==> src/rtl/product_accumulator_32_if.sv <==
// Product-in / sum-out handshake bundle for product_accumulator_32.
// The slave modport is the accumulator's view; the master modport is the source/sink's view.
interface product_accumulator_32_if #(
  parameter int ACC_W = 40,
  parameter int CNT_W = 9
);
  logic [31:0]      prod_in;
  logic             prod_valid;
  logic             prod_last;
  logic             prod_ready;
  logic [ACC_W-1:0] acc_out;
  logic [CNT_W-1:0] acc_cnt;
  logic             acc_ovf;
  logic             acc_forced;
  logic             acc_valid;
  logic             acc_ready;

  modport slave (
    input  prod_in, prod_valid, prod_last, acc_ready,
    output prod_ready, acc_out, acc_cnt, acc_ovf, acc_forced, acc_valid
  );

  modport master (
    output prod_in, prod_valid, prod_last, acc_ready,
    input  prod_ready, acc_out, acc_cnt, acc_ovf, acc_forced, acc_valid
  );
endinterface

==> src/rtl/product_accumulator_32.sv <==
// Sums bursts of 32-bit unsigned products into an ACC_W-bit result with count/overflow flags.
// Define ACC_SATURATE_EN to clamp the sum at all-ones on overflow instead of wrapping.
module product_accumulator_32 #(
  parameter int ACC_W     = 40,
  parameter int MAX_TERMS = 256,
  parameter int CNT_W     = 9
) (
  input  logic                    clk,
  input  logic                    rst,
  product_accumulator_32_if.slave bus
);

  typedef enum logic {ST_ACC = 1'b0, ST_HOLD = 1'b1} state_t;

  state_t           state_q, state_d;
  logic [ACC_W-1:0] acc_q, acc_d;
  logic [CNT_W-1:0] cnt_q, cnt_d;
  logic             ovf_q, ovf_d;
  logic             forced_q, forced_d;

  logic             beat;
  logic [ACC_W:0]   sum_ext;
  logic [ACC_W:0]   prod_ext;

  assign bus.prod_ready = (state_q == ST_ACC) && !rst;
  assign beat           = bus.prod_valid && bus.prod_ready;
  assign prod_ext       = {{(ACC_W + 1 - 32){1'b0}}, bus.prod_in};

  always_comb begin
    state_d  = state_q;
    acc_d    = acc_q;
    cnt_d    = cnt_q;
    ovf_d    = ovf_q;
    forced_d = forced_q;
    sum_ext  = '0;

    case (state_q)
      ST_ACC: begin
        if (beat) begin
          // First beat of a burst replaces the previous burst's sum.
          if (cnt_q == '0) begin
            sum_ext = prod_ext;
          end else begin
            sum_ext = {1'b0, acc_q} + prod_ext;
          end
`ifdef ACC_SATURATE_EN
          acc_d = sum_ext[ACC_W] ? {ACC_W{1'b1}} : sum_ext[ACC_W-1:0];
`else
          acc_d = sum_ext[ACC_W-1:0];
`endif
          ovf_d = ovf_q | sum_ext[ACC_W];
          cnt_d = cnt_q + 1'b1;
          if (bus.prod_last) begin
            state_d  = ST_HOLD;
            forced_d = 1'b0;
          end else if (cnt_q == CNT_W'(MAX_TERMS - 1)) begin
            state_d  = ST_HOLD;
            forced_d = 1'b1;
          end
        end
      end
      ST_HOLD: begin
        if (bus.acc_ready) begin
          state_d  = ST_ACC;
          cnt_d    = '0;
          ovf_d    = 1'b0;
          forced_d = 1'b0;
        end
      end
      default: state_d = ST_ACC;
    endcase
  end

  always_ff @(posedge clk) begin
    if (rst) begin
      state_q  <= ST_ACC;
      acc_q    <= '0;
      cnt_q    <= '0;
      ovf_q    <= 1'b0;
      forced_q <= 1'b0;
    end else begin
      state_q  <= state_d;
      acc_q    <= acc_d;
      cnt_q    <= cnt_d;
      ovf_q    <= ovf_d;
      forced_q <= forced_d;
    end
  end

  assign bus.acc_out    = acc_q;
  assign bus.acc_cnt    = cnt_q;
  assign bus.acc_ovf    = ovf_q;
  assign bus.acc_forced = forced_q;
  assign bus.acc_valid  = (state_q == ST_HOLD);

endmodule

==> src/flat_wrapper.sv <==
// flat-port wrapper written by rule: the top's interface ports become plain ports
module product_accumulator_32_flat 
#(
  parameter int ACC_W     = 40,
  parameter int MAX_TERMS = 256,
  parameter int CNT_W     = 9
)
  (clk, rst, bus_prod_in, bus_prod_valid, bus_prod_last, bus_acc_ready, bus_prod_ready, bus_acc_out, bus_acc_cnt, bus_acc_ovf, bus_acc_forced, bus_acc_valid);
  product_accumulator_32_if #(.ACC_W(ACC_W), .CNT_W(CNT_W)) bus_i ();
  input  logic clk;
  input  logic rst;
  input wire logic [$bits(bus_i.prod_in)-1:0] bus_prod_in;
  input wire logic [$bits(bus_i.prod_valid)-1:0] bus_prod_valid;
  input wire logic [$bits(bus_i.prod_last)-1:0] bus_prod_last;
  input wire logic [$bits(bus_i.acc_ready)-1:0] bus_acc_ready;
  output wire logic [$bits(bus_i.prod_ready)-1:0] bus_prod_ready;
  output wire logic [$bits(bus_i.acc_out)-1:0] bus_acc_out;
  output wire logic [$bits(bus_i.acc_cnt)-1:0] bus_acc_cnt;
  output wire logic [$bits(bus_i.acc_ovf)-1:0] bus_acc_ovf;
  output wire logic [$bits(bus_i.acc_forced)-1:0] bus_acc_forced;
  output wire logic [$bits(bus_i.acc_valid)-1:0] bus_acc_valid;
  assign bus_i.prod_in = bus_prod_in;
  assign bus_i.prod_valid = bus_prod_valid;
  assign bus_i.prod_last = bus_prod_last;
  assign bus_i.acc_ready = bus_acc_ready;
  assign bus_prod_ready = bus_i.prod_ready;
  assign bus_acc_out = bus_i.acc_out;
  assign bus_acc_cnt = bus_i.acc_cnt;
  assign bus_acc_ovf = bus_i.acc_ovf;
  assign bus_acc_forced = bus_i.acc_forced;
  assign bus_acc_valid = bus_i.acc_valid;
  product_accumulator_32 #(.ACC_W(ACC_W), .MAX_TERMS(MAX_TERMS), .CNT_W(CNT_W)) u_core (.clk(clk), .rst(rst), .bus(bus_i));
endmodule
==> config.mk <==
export PLATFORM = sky130hd
export DESIGN_NAME = product_accumulator_32_flat
export DESIGN_NICKNAME = d
export VERILOG_FILES = /design/src/rtl/product_accumulator_32_if.sv /design/src/rtl/product_accumulator_32.sv /design/src/flat_wrapper.sv
export SDC_FILE = /design/constraint.sdc
export NUM_CORES = 1
export LEC_CHECK = 0
export CAP_MARGIN = 15
export CORE_UTILIZATION = 45
export DETAILED_ROUTE_END_ITERATION = 10
export HOLD_SLACK_MARGIN = 0.08
export PLACE_DENSITY_LB_ADDON = 0.15
export SETUP_SLACK_MARGIN = 0.02
export SKIP_LAST_GASP = 1
export SYNTH_ARGS = -nofsm -noshare
export SYNTH_HDL_FRONTEND = slang
export SYNTH_SLANG_ARGS = --single-unit
==> constraint.sdc <==
create_clock -name clk -period 6.9 [get_ports clk]
set_input_delay 1.035 -clock clk [delete_from_list [all_inputs] [get_ports clk]]
set_output_delay 1.035 -clock clk [all_outputs]
set_load 0.01 [all_outputs]
==> impl_metrics.tcl <==
set metrics [dict create \
    critPathRequiredTime_ns 7.08 \
    hold_viol 0 \
    drt-met1-wl_um 5612 \
    area_growth_syn_to_layout_pct 23.96 \
    p_switching_uw 369.1 \
    netlist_top_cells_area "dfxtp_1 (25%), ha_1 (10%), a21oi_1 (6.9%)" \
    cts_setup_buffers 0 \
    drt_wl_total_um 11890 \
    row_count 34 \
    portBuffers 89 \
    grt_pass1_wl_um 19540 \
    fin_crit_sh_pct 53.33 \
    rsz0062_at_grt "false" \
    grt_usage_pct 24.65 \
    drtIter0Drc 231 \
    slew_violations 0 \
    pin_count 90 \
    cts_root_buf "clkbuf_8" \
    highest_layer "met4" \
    timing.fmax_mhz 271.7 \
    die_w_um 98.47 \
    syn_area_per_cell_sq_um 7.712 \
    fin_ws_ns 3.220 \
    coreArea_sq_mm 0.008848 \
    die_h_um 98.47 \
    total_power_uw 987.6 \
    layout.cells.non_filler 727 \
    synth_top_flop_cell "dfxtp_1" \
    seq_power_share_pct 34.7 \
    num_vias 4313 \
    hp-class "register to register" \
    dp.final_hpwl_um 8696 \
    netlist_top_cells_count "nand2_1 (66), a21oi_1 (58), dfxtp_1 (52)" \
    path_class "input port to register" \
    syn_inst 543 \
    ant_nets 0 \
    finalSetupTns_ns 0 \
    cap_violations 0 \
    cp-end-kind "register" \
    clk_pin_slew_ns 0.10 \
    drive_gt1_share_pct 3.716 \
    synth.most_common_cell "nand2_1" \
    yosysWarnings 0 \
    max_slew.worst_pin.slew_ns 0.8114 \
    htree_levels 2 \
    grt_overflow 0 \
    synthDistinctLibCells 63 \
    clk_latency_ns 0.31 \
    setup_viol 0 \
    period_needed_ns 3.680 \
    syn-num-nets 616 \
    pre_cts_ws_ns 2.908 \
    yosys.area.top_type "dfxtp_1" \
    cp_max_fo 8 \
    postSynth.asyncResetShare_pct 0 \
    reg2regPathDepth 10 \
    grt_pass1_vias 4069 \
    ys_ff_latch 52 \
    cts_buffers 5 \
    arrival_ns 3.86 \
    initial_core_util_pct 47.33 \
    internal-power_uw 618.4 \
    cts_hold_buf 0 \
    dpl_cell_area_sq_mm 0.005080 \
    p_per_area_mw_per_mm2 190.2 \
    layout.nets 691 \
    outcome "finished, final reports clean" \
    synth.yosys.seq_area_share_pct 24.86 \
    antenna_cells 0 \
    routedWlPerCell_um 16.35 \
    dp.cells 719 \
    holdPathStages 2 \
    antenna_found_initial 0 \
    place.gp.congestion 0.9067 \
    peakVddDrop_mv 0.1101 \
    grt_max_degree 51 \
    clockBufferDepth 2 \
    fin_area_sq_mm 0.005191 \
    p_leak_nw 2.120 \
    relSlewSlack_pct 45.85 \
    postCtsResizedCells 0 \
    drc 0 \
    drtPass1Iterations 8 \
    wl_met3_um 600 \
    utilization_pct 58.67 \
    clock_skew_ns 0.003217 \
    die_area_sq_mm 0.009696 \
    synth_area_sq_mm 0.004188 \
    met2_length_um 5591 \
    p_comb_share_pct 42.7 \
    sw_frac_of_total_pct 37.38 \
    pwr-share-clk_pct 22.7 \
    synth_enable_flop_cells 0 \
    cts_sinks 52 \
    vias_per_cell 5.933 \
    cts_tree "built" \
    holdWs_ns 0.4700 \
    start_kind "input port" \
    synth_top_area_share_pct 24.86 \
]
## power groups by stage
stage,clock (mW),combinational [mW],sequential [mW]
after floorplan,0,0.284,0.356
after global placement,0,0.410,0.349
after detailed placement,0,0.416,0.349
after CTS,0.229,0.419,0.343
after global routing,0.240,0.464,0.346
final,0.224,0.421,0.342
## kinds of logic after synthesis
kind of cell	Yosys count	synth area share [%]
buffers and inverters	43	5.677
AOI/OAI and AO/OA	209	32.24
and+or+nand+nor	170	19.21
DFF	52	24.86
muxes	5	1.225
xor gates and xnor gates	28	5.856
adders and majority gates	36	10.94
## metal layers
metal  GRT usage (%)  up-vias
met5               0        -
met4           5.166        0
met3           2.979        6
met2           41.77      107
met1           33.76     2039
li1                -     2161
## area by class of cell
type / count / area [sq um]
Sequential cell: 52 / 1041
Tap cell: 108 / 135.1
Fill cell: 880 / 3657
Clock inverter: 2 / 38.79
Inverter: 17 / 63.81
Clock buffer: 6 / 72.57
Multi-Input combinational cell: 448 / 2912
Timing Repair Buffer: 94 / 928.4
## flip-flops by register name, summed over array words and instances (netlist names)
register,count
u_core.bus.acc_out,40
u_core.bus.acc_cnt,9
u_core.bus.acc_forced,1
u_core.bus.acc_ovf,1
u_core.bus.acc_valid,1
## cell usage in the layout, fill, tap and decap left out, types with 5 or more instances in the layout
cell type / synthesis / final
or3_1: 7 / 7
a31oi_1: 9 / 9
dfxtp_1: 52 / 52
a311oi_1: 9 / 9
nor2_1: 36 / 36
nand2b_1: 5 / 5
xnor2_1: 19 / 19
nand2_1: 66 / 66
o211ai_1: 9 / 9
and3_1: 6 / 6
o21ai_1: 11 / 11
o21a_1: 5 / 5
ha_1: 35 / 35
xor2_1: 9 / 9
a211oi_1: 6 / 6
buf_4: 5 / 5
o21ai_0: 38 / 38
a21oi_1: 58 / 58
inv_1: 17 / 17
a21o_1: 21 / 21
o21bai_1: 11 / 11
nand3_1: 17 / 17
nor3_1: 6 / 6
nand4_1: 9 / 9
clkbuf_8: 2 / 5
clkdlybuf4s50_1: 0 / 89
## path summary, 6_finish.rpt
kind	startpoint	to	slack [ns]
setup / recovery	bus_prod_in[1]	u_core.bus.acc_out[39]	3.22
hold / removal	u_core.bus.acc_ovf	u_core.bus.acc_ovf	0.47
setup reg to reg	u_core.bus.acc_out[0]	u_core.bus.acc_out[34]	4.04
hold reg to reg	u_core.bus.acc_ovf	u_core.bus.acc_ovf	0.47
## worst max-delay path: stages
cell	delay, ns
clkdlybuf4s50_1	0.57
ha_1	0.28
a211oi_1	0.28
nor2_1	0.14
a21o_1	0.19
a211o_1	0.32
a31o_2	0.28
a31oi_1	0.50
or4_1	0.21
a21oi_1	0.06
No activity file was read; power rests on OpenSTA's default activity.
